<file path="config.mk">
export PLATFORM = sky130hd
export DESIGN_NAME = p_mul_issue
export DESIGN_NICKNAME = d
export VERILOG_FILES = /design/src/rtl/p_mul_pkg.sv /design/src/rtl/p_mul_issue.sv
export SDC_FILE = /design/constraint.sdc
export NUM_CORES = 1
export LEC_CHECK = 0
export CORE_MARGIN = 4
export CORE_UTILIZATION = 39
export DETAILED_ROUTE_END_ITERATION = 10
export GPL_TIMING_DRIVEN = 0
export PLACE_DENSITY = 0.79
export REMOVE_ABC_BUFFERS = 1
export SYNTH_ARGS = -nofsm -noshare
export SYNTH_HDL_FRONTEND = slang
export SYNTH_SLANG_ARGS = --single-unit
</file>
<file path="constraint.sdc">
create_clock -name clock -period 3 [get_ports clock]
set_input_delay 0.6 -clock clock [delete_from_list [all_inputs] [get_ports clock]]
set_output_delay 0.6 -clock clock [all_outputs]
set_load 0.01 [all_outputs]
</file>
<file path="src/rtl/p_mul_pkg.sv">
// p_mul_pkg: op/width encodings, FSM state encoding and width helpers for p_mul_issue.
package p_mul_pkg;
  localparam logic [1:0] P_MUL_OP_MUL_L = 2'b00;
  localparam logic [1:0] P_MUL_OP_MUL_H = 2'b01;
  localparam logic [1:0] P_MUL_OP_CLMUL = 2'b10;
  localparam logic [1:0] P_MUL_OP_ILL   = 2'b11;
  localparam logic [2:0] P_MUL_PW_32 = 3'd0;
  localparam logic [2:0] P_MUL_PW_16 = 3'd1;
  localparam logic [2:0] P_MUL_PW_8  = 3'd2;
  localparam logic [2:0] P_MUL_PW_4  = 3'd3;
  localparam logic [2:0] P_MUL_PW_2  = 3'd4;
  localparam logic [1:0] S_IDLE = 2'd0;
  localparam logic [1:0] S_BUSY = 2'd1;
  localparam logic [1:0] S_RESP = 2'd2;
  function automatic logic [4:0] pw_onehot(input logic [2:0] pw);
    return pw <= P_MUL_PW_2 ? 5'b1 << pw : 5'b0;
  endfunction
  // Lane width W recovered from the one-hot control; 0 when no width is selected.
  function automatic logic [5:0] pw_lanes(input logic [4:0] oh);
    return oh[0] ? 6'd32 : oh[1] ? 6'd16 : oh[2] ? 6'd8 : oh[3] ? 6'd4 : oh[4] ? 6'd2 : 6'd0;
  endfunction
endpackage

</file>
<file path="src/rtl/p_mul_issue.sv">
// p_mul_issue: issue/response stage in front of the packed multiplier.
// Define P_MUL_ZERO_SKIP_EN to answer legal requests with a zero operand without the multiplier.
module p_mul_issue import p_mul_pkg::*; #(
  parameter int TAG_W = 5
) (
  input  logic             clock,
  input  logic             resetn,
  input  logic             req_valid,
  output logic             req_ready,
  input  logic [1:0]       req_op,
  input  logic [2:0]       req_pw,
  input  logic [31:0]      req_rs1,
  input  logic [31:0]      req_rs2,
  input  logic [TAG_W-1:0] req_tag,
  output logic             rsp_valid,
  input  logic             rsp_ready,
  output logic [31:0]      rsp_result,
  output logic [TAG_W-1:0] rsp_tag,
  output logic             rsp_err,
  output logic             mul_valid,
  input  logic             mul_ready,
  output logic             mul_l,
  output logic             mul_h,
  output logic             clmul,
  output logic [4:0]       mul_pw,
  output logic [31:0]      mul_crs1,
  output logic [31:0]      mul_crs2,
  input  logic [31:0]      mul_result
);
  logic [1:0] state;
  logic [5:0] cnt;
  logic legal, zero, expire;
  assign legal = req_op != P_MUL_OP_ILL && req_pw <= P_MUL_PW_2;
`ifdef P_MUL_ZERO_SKIP_EN
  assign zero = req_rs1 == '0 || req_rs2 == '0;
`else
  assign zero = 1'b0;
`endif
  assign req_ready = state == S_IDLE;
  assign mul_valid = state == S_BUSY;
  assign rsp_valid = state == S_RESP;
  // Watchdog fires in the cycle that brings the BUSY count to W+3.
  assign expire = cnt == pw_lanes(mul_pw) + 6'd2;
  always_ff @(posedge clock) begin
    if (!resetn) begin
      state      <= S_IDLE;
      cnt        <= '0;
      mul_l      <= 1'b0;
      mul_h      <= 1'b0;
      clmul      <= 1'b0;
      mul_pw     <= '0;
      mul_crs1   <= '0;
      mul_crs2   <= '0;
      rsp_result <= '0;
      rsp_tag    <= '0;
      rsp_err    <= 1'b0;
    end else begin
      case (state)
        S_IDLE: if (req_valid) begin
          mul_l      <= req_op == P_MUL_OP_MUL_L;
          mul_h      <= req_op == P_MUL_OP_MUL_H;
          clmul      <= req_op == P_MUL_OP_CLMUL;
          mul_pw     <= pw_onehot(req_pw);
          mul_crs1   <= req_rs1;
          mul_crs2   <= req_rs2;
          rsp_tag    <= req_tag;
          rsp_result <= '0;
          rsp_err    <= !legal;
          cnt        <= '0;
          state      <= legal && !zero ? S_BUSY : S_RESP;
        end
        S_BUSY: begin
          cnt <= cnt + 6'd1;
          if (mul_ready) begin
            rsp_result <= mul_result;
            rsp_err    <= 1'b0;
            state      <= S_RESP;
          end else if (expire) begin
            rsp_result <= '0;
            rsp_err    <= 1'b1;
            state      <= S_RESP;
          end
        end
        S_RESP: if (rsp_ready) state <= S_IDLE;
        default: state <= S_IDLE;
      endcase
    end
  end
endmodule

</file>
==> results of run 1 <==
==> worst max-delay path, cell delays in order, from the launching register on <==
cell	delay (ps)
dfxtp_1	410
nor4_1	360
ha_1	300
xor2_1	140
or3_1	450
o21ai_4	280
a41oi_4	380
a22o_1	370
==> kinds of logic after synthesis <==
family | after synthesis | share of synthesized area, %
AO/OA/AOI/OAI | 127 | 19.47
XOR/XNOR | 5 | 1.020
adder cells (fa/ha/maj) | 2 | 0.5828
buffers and inverters | 36 | 3.847
flip-flops | 118 | 55.03
multiplexers | 3 | 0.7578
AND/OR/NAND/NOR | 194 | 19.29
==> sequential cells by signal, indices dropped and copies added, names as in the netlist <==
register and count:
mul_crs1 32, mul_crs2 32, rsp_result 32, cnt 6
mul_pw 5, rsp_tag 5, state 2, clmul 1
mul_h 1, mul_l 1, rsp_err 1
==> how the worst max path moves through the flow <==
stage | from | slack (ps) | to
after floorplan | resetn | 360 | rsp_result[0]$_SDFFE_PN0P_
after global placement | resetn | -1140 | rsp_result[11]$_SDFFE_PN0P_
after detailed placement | resetn | -90 | rsp_result[20]$_SDFFE_PN0P_
after CTS | mul_pw[0]$_SDFFE_PN0P_ | 50 | rsp_result[20]$_SDFFE_PN0P_
after global routing | mul_pw[0]$_SDFFE_PN0P_ | 40 | rsp_result[20]$_SDFFE_PN0P_
final | mul_pw[0]$_SDFFE_PN0P_ | 180 | rsp_result[20]$_SDFFE_PN0P_
==> final cells by class <==
type | instances | area share (%)
Sequential cell | 118 | 32.63
Timing Repair Buffer | 225 | 31.39
Multi-Input combinational cell | 332 | 25.04
Clock buffer | 21 | 6.343
Tap cell | 140 | 2.420
Clock inverter | 9 | 2.074
Inverter | 2 | 0.1037
==> power groups by stage <==
| stage | combinational (mW) | sequential (mW) | clock (mW) |
|---|---|---|---|
| 2_1_floorplan | 0.231 | 1.79 | 0 |
| 3_3_place_gp | 0.681 | 1.74 | 0 |
| 3_5_place_dp | 0.699 | 1.75 | 0 |
| 4_1_cts | 0.705 | 1.72 | 2.10 |
| 5_1_grt | 0.764 | 1.73 | 2.17 |
| 6_report | 0.709 | 1.72 | 2.06 |
==> cells in the final DEF, fill, tap and decap left out, types with 3 or more instances in the layout <==
master	n
nand2b_1	4
o21ai_0	3
a22o_1	32
clkbuf_16	16
bufinv_16	4
nor2_1	15
a21oi_1	81
nand2_1	146
nand3b_1	3
clkdlybuf4s50_1	223
or2_2	3
clkbuf_8	4
xnor2_1	3
clkinv_2	3
nand3_1	5
dfxtp_1	118
==> layer usage <==
layer	vias up	global-route usage, %	share of wire [%]	routed length [um]
met5	-	0	0	0
li1	2069	-	-	-
met1	1996	20.66	38	5130
met4	0	10.42	3.2	436
met2	162	36.30	51	7018
met3	34	7.861	7.8	1067
==> summary.txt, run 1 <==
STA
  • Min Clock Period, post-route: 2820 ps
  • Final worst setup slack: 180.0 ps
  • Final setup TNS: 0 ps
  • FMAX: 0.3546 GHz
  • Final period utilization: 94.00%
  • Hold violation count in the final report: 0
  • Relative slew slack: 10.65%
  • Skew final: 10.16 ps
  • Fin Hold WS: 453.1 ps
  • Final setup vio count: 0
  • RSZ-0062 raised after global routing: no
  • Pins over their slew limit: 0
  • Worst-margin pin slew: 1340 ps

Setup path
  • CP Capture Type: flip-flop
  • FF-to-FF Start: mul_pw[0]$_SDFFE_PN0P_
  • Critical Path Start Type: flip-flop
  • FF-to-FF setup slack: 180 ps
  • Reg-to-reg endpoint: rsp_result[20]$_SDFFE_PN0P_
  • CP Max Fanout: 16
  • CP Class: flip-flop to flip-flop
  • WP data arrival: 3210 ps
  • R2r worst-path depth: 7
  • Data required, critical path: 3390 ps

Floorplanning
  • Core area: 0.01079 mm^2
  • Die area: 0.01275 mm^2
  • Die span in y: 112.9 um
  • Std-Cell Rows: 38
  • Starting density of the core: 39.78%
  • Ports: 224
  • Die Span X: 112.9 um

Synthesis
  • Count leader, synth: nand2_1
  • Gate Count Post-Synth: 485
  • Sequential fraction of the synthesis area: 55.03%
  • Most area-consuming cells after synthesis: dfxtp_1 55%, nand2_1 13%, a21oi_1 9.4%
  • Ys Warns: 0
  • Synth unique cells: 41
  • Post-synth top area share: 55.03%
  • Asr flop ratio synth: 0%
  • Post-synth EDFFs: 0
  • Cell Area, Synth: 0.004293 mm^2
  • Commonest cells post-synth: 147 x nand2_1, 118 x dfxtp_1, 81 x a21oi_1, 32 x a22o_1, 29 x clkbuf_1
  • FF+latch count, synth: 118
  • Dominant cell type by area after synthesis: dfxtp_1
  • Main synth FF type: dfxtp_1
  • Post-Synthesis Mean Instance Area: 8.851 um^2

Clock network
  • H-tree depth: 4
  • CTS sink count: 118
  • Root Buffer: clkbuf_8
  • CTS tree: done
  • Num CTS Buffers: 17
  • Worst skew pair latency: 500 ps
  • Hold buffer count at cts: 0
  • Clock transition at path regs: 60 ps
  • Maximum clock path buffer count: 2
  • Post-CTS setup buffers: 0
  • Post-CTS resize count: 0

Final layout
  • ANT cells: 0
  • Layout cells sized above 1: 6.931%
  • P&R area growth vs syn: 68.64%
  • Seq. cell area: 0.002362 mm^2
  • Fin cells: 847
  • Final cell utilization of the core: 67.08%
  • Post-route cell area: 0.007239 mm^2
  • Number of nets in the layout: 809
  • Filler cells: 816
  • Multi-input gate area: 0.001813 mm^2

Min path
  • Hold Startpoint: mul_crs2[10]$_SDFFE_PN0P_
  • WHS Path Cells: 2
  • Hold Path End: mul_crs2[10]$_SDFFE_PN0P_
  • HP Class: flip-flop to flip-flop

Routing
  • Post-route ant nets: 0
  • Residual DRC: 0
  • Iteration-0 DRC count of the detailed router: 237
  • DRT Wirelength: 13,650 um
  • Via count: 4,261
  • Vias per cell: 5.031
  • First drt pass iteration count: 4
  • Avg WL per Cell: 16.12 um

Power
  • Flop pwr share: 38.2%
  • Internal: 3.438 mW
  • IR drop worst, VDD: 0.3344 mV
  • Net Switching: 1.052 mW
  • Logic gate share of total power: 15.8%
  • Pleak: 2.707 nW
  • Clk network pwr share: 46.0%
  • Power Dens Cells: 620.1 mW/mm^2
  • Total Power: 4.489 mW
  • Sw frac: 23.43%

Placement
  • Pre-CTS WS: -86.14 ps
  • Detailed Place HPWL: 9424 um
  • Placer Congestion: 0.7777
  • Port bufs: 223
  • Cells after DPL: 816
  • Placement Cell Area: 0.006591 mm^2

Global route
  • GRT Total Usage: 20.39%
  • Initial antenna violation count: 0
  • Largest net degree at the start of global routing: 84
  • Grt ovf: 0
  • Vias in the first global route: 4,343
  • First-pass GRT wire length: 20,840 um

Status
  • Outcome: complete, no violations

Run
  • Maxcap violations: 0
No activity file was read; power rests on OpenSTA's default activity.
==> run 2: changes to the inputs <==
--- a/config.mk
+++ b/config.mk
@@ -5,6 +5,7 @@
 export SDC_FILE = /design/constraint.sdc
 export NUM_CORES = 1
 export LEC_CHECK = 0
+export CORE_ASPECT_RATIO = 1.2
 export CORE_MARGIN = 4
 export CORE_UTILIZATION = 39
 export DETAILED_ROUTE_END_ITERATION = 10
==> constraint.sdc (replaced) <==
create_clock -name clock -period 2.7 [get_ports clock]
set_input_delay 0.54 -clock clock [delete_from_list [all_inputs] [get_ports clock]]
set_output_delay 0.54 -clock clock [all_outputs]
set_load 0.01 [all_outputs]
==> run 2 against run 1 <==
Sequential share of layout area decreased by 0.13 points. Via count down 0.16%. Critical endpoint is now rsp_result[13]$_SDFFE_PN0P_. Critical path type unchanged. Critical path depth increased by 2.
==> summary.txt, run 2 (same netlist as run 1, synthesis figures left out) <==
Power
  • Pleak: 2.735 nW
  • Flop pwr share: 37.8%
  • Power Dens Cells: 694.7 mW/mm^2
  • Logic gate share of total power: 15.8%
  • Net Switching: 1.189 mW
  • Internal: 3.865 mW
  • IR drop worst, VDD: 0.3961 mV
  • Sw frac: 23.53%
  • Clk network pwr share: 46.4%

Placement
  • Placer Congestion: 0.8207
  • Cells after DPL: 805
  • Detailed Place HPWL: 9706 um
  • Placement Cell Area: 0.006578 mm^2
  • Port bufs: 223

Routing
  • DRT Wirelength: 13,880 um
  • Residual DRC: 0
  • Iteration-0 DRC count of the detailed router: 131
  • Via count: 4,254
  • Vias per cell: 5.058
  • First drt pass iteration count: 5
  • Avg WL per Cell: 16.50 um
  • Post-route ant nets: 0

Setup path
  • Worst path slowest cell: or3_4
  • WP data arrival: 2860 ps
  • CP Max Fanout: 16
  • FF-to-FF setup slack: 120 ps
  • Max stage delay on crit path: 410 ps
  • Data required, critical path: 2980 ps
  • Top delay family on crit path: simple AND/OR/NAND/NOR gates
  • Critical Path Start Type: flip-flop
  • WP buf/inv: 1
  • CP Capture Type: flip-flop
  • CP Class: flip-flop to flip-flop
  • CP Cell Sequence: nand2b_1 -> nor4_1 -> ha_1 -> xor2_1 -> or3_4 -> o21ai_4 -> a41oi_4 -> buf_12 -> a22o_1

Clock network
  • Hold buffer count at cts: 0
  • H-tree depth: 4
  • Clock transition at path regs: 50 ps
  • Num CTS Buffers: 17
  • CTS sink count: 118
  • Maximum clock path buffer count: 2
  • Worst skew pair latency: 400 ps
  • CTS tree: done
  • Root Buffer: clkbuf_16

Floorplanning
  • Std-Cell Rows: 41
  • Ports: 224
  • Starting density of the core: 40.43%
  • Die area: 0.01276 mm^2
  • Die Span X: 103.8 um
  • Core area: 0.01062 mm^2
  • Die span in y: 122.9 um

Final layout
  • P&R area growth vs syn: 69.48%
  • Number of nets in the layout: 812
  • Layout cells sized above 1: 7.584%
  • Multi-input gate area: 0.001818 mm^2
  • Post-route cell area: 0.007276 mm^2
  • Biggest registers after layout: mul_crs1 (32), mul_crs2 (32), rsp_result (32)
  • ANT cells: 0
  • Filler cells: 823
  • Seq. cell area: 0.002365 mm^2
  • Fin cells: 841
  • Commonest non-fill, non-tap cell in the layout: clkdlybuf4s50_1
  • Commonest non-fill, non-tap cells in the layout: 223 x clkdlybuf4s50_1, 146 x nand2_1, 116 x dfxtp_1, 81 x a21oi_1, 32 x a22o_1

Global route
  • Initial antenna violation count: 0
  • Vias in the first global route: 4,251
  • GRT Total Usage: 21.31%
  • Largest net degree at the start of global routing: 84
  • Grt ovf: 0
  • First-pass GRT wire length: 21,570 um

STA
  • FMAX: 0.3881 GHz
  • Hold violation count in the final report: 0
  • Final setup vio count: 0
  • Relative slew slack: 22.59%
  • Min Clock Period, post-route: 2577 ps
  • Final period utilization: 95.44%
  • Skew final: 7.840 ps
  • Worst-margin pin slew: 1161 ps
  • RSZ-0062 raised after global routing: no
  • Pins over their slew limit: 0

Min path
  • HP Class: flip-flop to flip-flop

Status
  • Outcome: complete, no violations

Run
  • Maxcap violations: 0
-- run 2: changes by cell type in the layout (fill, tap and decap cells not counted), moves of 2 or more --
cell	delta
clkbuf_1	+3
buf_4	+2
clkbuf_8	-2
clkinvlp_4	-2
dfxtp_1	-2
dfxtp_2	+2
-- run 2: routing by layer --
metal  share of wire [%]  track usage (%)  vias up  wire length [um]
met2                  54            39.57      164              7425
met4                 2.8            9.227        0               395
li1                    -                -     2077                 -
met5                   0                0        -                 0
met1                  37            21.81     1989              5178
met3                 6.3            7.624       24               877
-- run 2: final cells by class --
type	instances	area share, %
clock buffer	23	6.432
clock inverter	9	2.046
inverter	2	0.1032
multi-input combinational	332	24.99
sequential	118	32.50
tap	129	2.218
timing repair buffer	228	31.71
-- run 2: final timing paths --
check                                  from                           to  cells past startpoint
hold reg to reg   mul_crs1[17]$_SDFFE_PN0P_    mul_crs1[17]$_SDFFE_PN0P_                      2
setup reg to reg     mul_pw[3]$_SDFFE_PN0P_  rsp_result[13]$_SDFFE_PN0P_                      9
hold / removal    mul_crs1[17]$_SDFFE_PN0P_    mul_crs1[17]$_SDFFE_PN0P_                      2
setup / recovery     mul_pw[3]$_SDFFE_PN0P_  rsp_result[13]$_SDFFE_PN0P_                      9
-- run 2: worst register-to-register path, delay by kind of cell, from the launching register on --
family | cells | cell delay [ps]
AND/OR/NAND/NOR | 3 | 830
AO/OA/AOI/OAI | 3 | 670
flip-flops | 1 | 320
adder cells (fa/ha/maj) | 1 | 300
buffers and inverters | 1 | 200
XOR/XNOR | 1 | 140
-- run 2: through the flow --
stage	TNS [ps]	hold slack, ps	setup slack [ps]	power (mW)	util (%)
finish	0	452.2	123.0	5.054	68.52
global placement	-103080	440.2	-1367	2.693	61.48
detailed placement	-4435	445.5	-154.6	2.721	61.94
CTS	0	453.3	47.43	5.100	68.39
floorplan	0	463.4	118.1	2.243	-
global route	0	472.2	26.99	5.254	68.52
-- run 2: power groups by stage --
| stage | logic (mW) | registers (mW) | clock network, mW |
|---|---|---|---|
| floorplan | 0.257 | 1.99 | 0 |
| global placement | 0.756 | 1.94 | 0 |
| detailed placement | 0.779 | 1.94 | 0 |
| CTS | 0.805 | 1.91 | 2.39 |
| global route | 0.865 | 1.92 | 2.47 |
| finish | 0.800 | 1.91 | 2.35 |
-- run 2: timing repair --
action                     in CTS  in global routing
gates resized for setup         3                  3
setup endpoints to repair      32                 32
cloned                          1                  0
pin swaps                       2                  1
setup buffers                   3                  0
==> run 3: changes to the inputs <==
--- a/config.mk
+++ b/config.mk
@@ -5,12 +5,14 @@
 export SDC_FILE = /design/constraint.sdc
 export NUM_CORES = 1
 export LEC_CHECK = 0
+export ABC_AREA = 1
+export CAP_MARGIN = 20
 export CORE_ASPECT_RATIO = 1.2
 export CORE_MARGIN = 4
-export CORE_UTILIZATION = 39
+export CORE_UTILIZATION = 41
 export DETAILED_ROUTE_END_ITERATION = 10
 export GPL_TIMING_DRIVEN = 0
-export PLACE_DENSITY = 0.79
+export PLACE_DENSITY = 0.8
 export REMOVE_ABC_BUFFERS = 1
 export SYNTH_ARGS = -nofsm -noshare
 export SYNTH_HDL_FRONTEND = slang
==> run 3 against run 2 <==
Clock-buffer cell count up 1. Largest cell class unchanged. Highest routed layer unchanged. Die area grew 4.9%. Cell count is 23% higher.
==> summary.txt, run 3 <==
Min path
  • Hold Startpoint: clmul$_SDFFE_PN0P_
  • HP Class: flip-flop to flip-flop

Power
  • Total Power: 6.259 mW
  • Pleak: 3.211 nW
  • IR drop worst, VDD: 0.5355 mV
  • Power Dens Cells: 810.3 mW/mm^2

Setup path
  • CP Max Fanout: 12
  • Reg-to-reg endpoint: rsp_result[24]$_SDFFE_PN0P_
  • CP Capture Type: output port
  • CP Class: flip-flop to output port
  • WP data arrival: 1880 ps
  • FF-to-FF setup slack: 400 ps
  • Critical Path Source: state[1]$_SDFFE_PN0P_
  • Data required, critical path: 2160 ps
  • Critical Path Start Type: flip-flop
  • Setup crit end: mul_valid
  • R2r worst-path depth: 15
  • FF-to-FF Start: mul_pw[1]$_SDFFE_PN0P_

Clock network
  • Clock transition at path regs: 50 ps
  • CTS tree: done
  • Root Buffer: clkbuf_16
  • Post-CTS setup buffers: 0
  • CTS sink count: 118
  • Num CTS Buffers: 17
  • H-tree depth: 4
  • Maximum clock path buffer count: 2
  • Worst skew pair latency: 400 ps

Global route
  • GRT Total Usage: 21.49%
  • Grt ovf: 0
  • Vias in the first global route: 4,630
  • Initial antenna violation count: 0
  • Largest net degree at the start of global routing: 65
  • First-pass GRT wire length: 23,230 um

Synthesis
  • Gate Count Post-Synth: 670
  • Main synth FF type: dfxtp_1
  • Commonest cells post-synth: 193 x nor2_1, 118 x dfxtp_1, 105 x nand2_1, 74 x o21ai_0, 39 x nand3_1
  • Post-synth top area share: 49.71%
  • Dominant cell type by area after synthesis: dfxtp_1
  • Post-synth EDFFs: 0
  • Post-Synthesis Mean Instance Area: 7.093 um^2
  • FF+latch count, synth: 118
  • Most area-consuming cells after synthesis: dfxtp_1 50%, nor2_1 15%, nand2_1 8.3%
  • Synth unique cells: 24
  • Sequential fraction of the synthesis area: 49.71%
  • Ys Warns: 0
  • Asr flop ratio synth: 0%
  • Count leader, synth: nor2_1
  • Cell Area, Synth: 0.004752 mm^2

Floorplanning
  • Die Span X: 106.3 um
  • Die area: 0.01338 mm^2
  • Std-Cell Rows: 42
  • Ports: 224
  • Core area: 0.01119 mm^2
  • Die span in y: 125.9 um
  • Starting density of the core: 42.45%

Run
  • Maxcap violations: 0

Final layout
  • ANT cells: 0
  • Number of nets in the layout: 985
  • P&R area growth vs syn: 62.56%
  • Layout cells sized above 1: 5.317%
  • Fin cells: 1,038
  • Biggest registers after layout: mul_crs1 (32), mul_crs2 (32), rsp_result (32)
  • Commonest non-fill, non-tap cell in the layout: clkdlybuf4s50_1
  • Commonest non-fill, non-tap cells in the layout: 222 x clkdlybuf4s50_1, 193 x nor2_1, 118 x dfxtp_1, 104 x nand2_1, 74 x o21ai_0

STA
  • Final worst setup slack: 284.5 ps
  • Skew final: 7.323 ps
  • Final period utilization: 89.46%
  • Pins over their slew limit: 0
  • Fin Hold WS: 468.3 ps
  • Relative slew slack: 59.02%
  • FMAX: 0.4140 GHz
  • Hold violation count in the final report: 0
  • RSZ-0062 raised after global routing: no
  • Min Clock Period, post-route: 2415 ps
  • Final setup vio count: 0
  • Worst-margin pin slew: 613.8 ps

Routing
  • Post-route ant nets: 0
  • Residual DRC: 0
  • DRT Wirelength: 14,830 um
  • Via count: 4,973
  • Iteration-0 DRC count of the detailed router: 308
  • Vias per cell: 4.791
  • First drt pass iteration count: 4
  • Avg WL per Cell: 14.28 um

Status
  • Outcome: complete, no violations

Placement
  • Port bufs: 223
  • Detailed Place HPWL: 10,130 um
  • Pre-CTS WS: -492.7 ps
  • Cells after DPL: 1,006
  • Placer Congestion: 0.8307
-- run 3: worst max-delay path, stage by stage, from the launching register on --
cell and delay (ps):
dfxtp_1 330, inv_2 70, nand2_1 250, inv_2 250
clkdlybuf4s50_1 570
-- run 3: area by class of cell --
cell class / count / area, um^2
flip-flops and latches: 118 / 2362
clock buffers: 24 / 501.7
well taps: 154 / 192.7
inverters: 37 / 141.4
multi-input cells: 471 / 2044
fillers: 934 / 3468
clock inverters: 7 / 165.2
repair buffers: 227 / 2317
-- run 3: kinds of logic after synthesis --
kind of cell / after synthesis / share of synthesized area (%)
AND/OR/NAND/NOR: 346 / 28.80
AO/OA/AOI/OAI: 122 / 13.40
flip-flops: 118 / 49.71
buffers and inverters: 82 / 7.556
adder cells (fa/ha/maj): 2 / 0.5265
-- run 3: repair_timing --
item / in CTS / in global routing
pin swaps: 0 / 1
resized for setup: 1 / 0
gates cloned: 0 / 1
hold buffers: 0 / 0
setup endpoints to repair: 7 / 5
-- run 3: metrics by stage --
| step | utilization (%) | cell area (um^2) | TNS [ps] |
|---|---|---|---|
| 6_report | 69.01 | 7725 | 0 |
| 3_5_place_dp | 62.98 | 7049 | -16580 |
| 2_1_floorplan | - | 4532 | -18700 |
| 3_3_place_gp | 62.15 | 6957 | -258700 |
| 4_1_cts | 68.96 | 7719 | 0 |
| 5_1_grt | 69.01 | 7725 | 0 |
-- run 3: where the power goes --
group          internal (mW)  switching, mW
clock                   1.76          0.749
combinational          0.815          0.804
sequential              2.00          0.131
total                   4.58           1.68
-- run 3: worst min path at each step --
stage                                      to  slack [ps]  depth (start not counted)
after CTS                  clmul$_SDFFE_PN0P_         470                          2
final                      clmul$_SDFFE_PN0P_         470                          2
after floorplan           cnt[5]$_SDFFE_PN0P_         460                          2
after detailed placement   mul_h$_SDFFE_PN0P_         460                          2
after global placement     clmul$_SDFFE_PN0P_         450                          2
after global routing       clmul$_SDFFE_PN0P_         490                          2
-- run 3: routing by layer --
layer	global-route usage, %	part of all wire, %	vias to the layer above
li1	-	-	2544
met1	25.71	41	2237
met2	33.83	47	187
met3	11.36	11	5
met4	5.716	0.55	0
met5	0	0	-
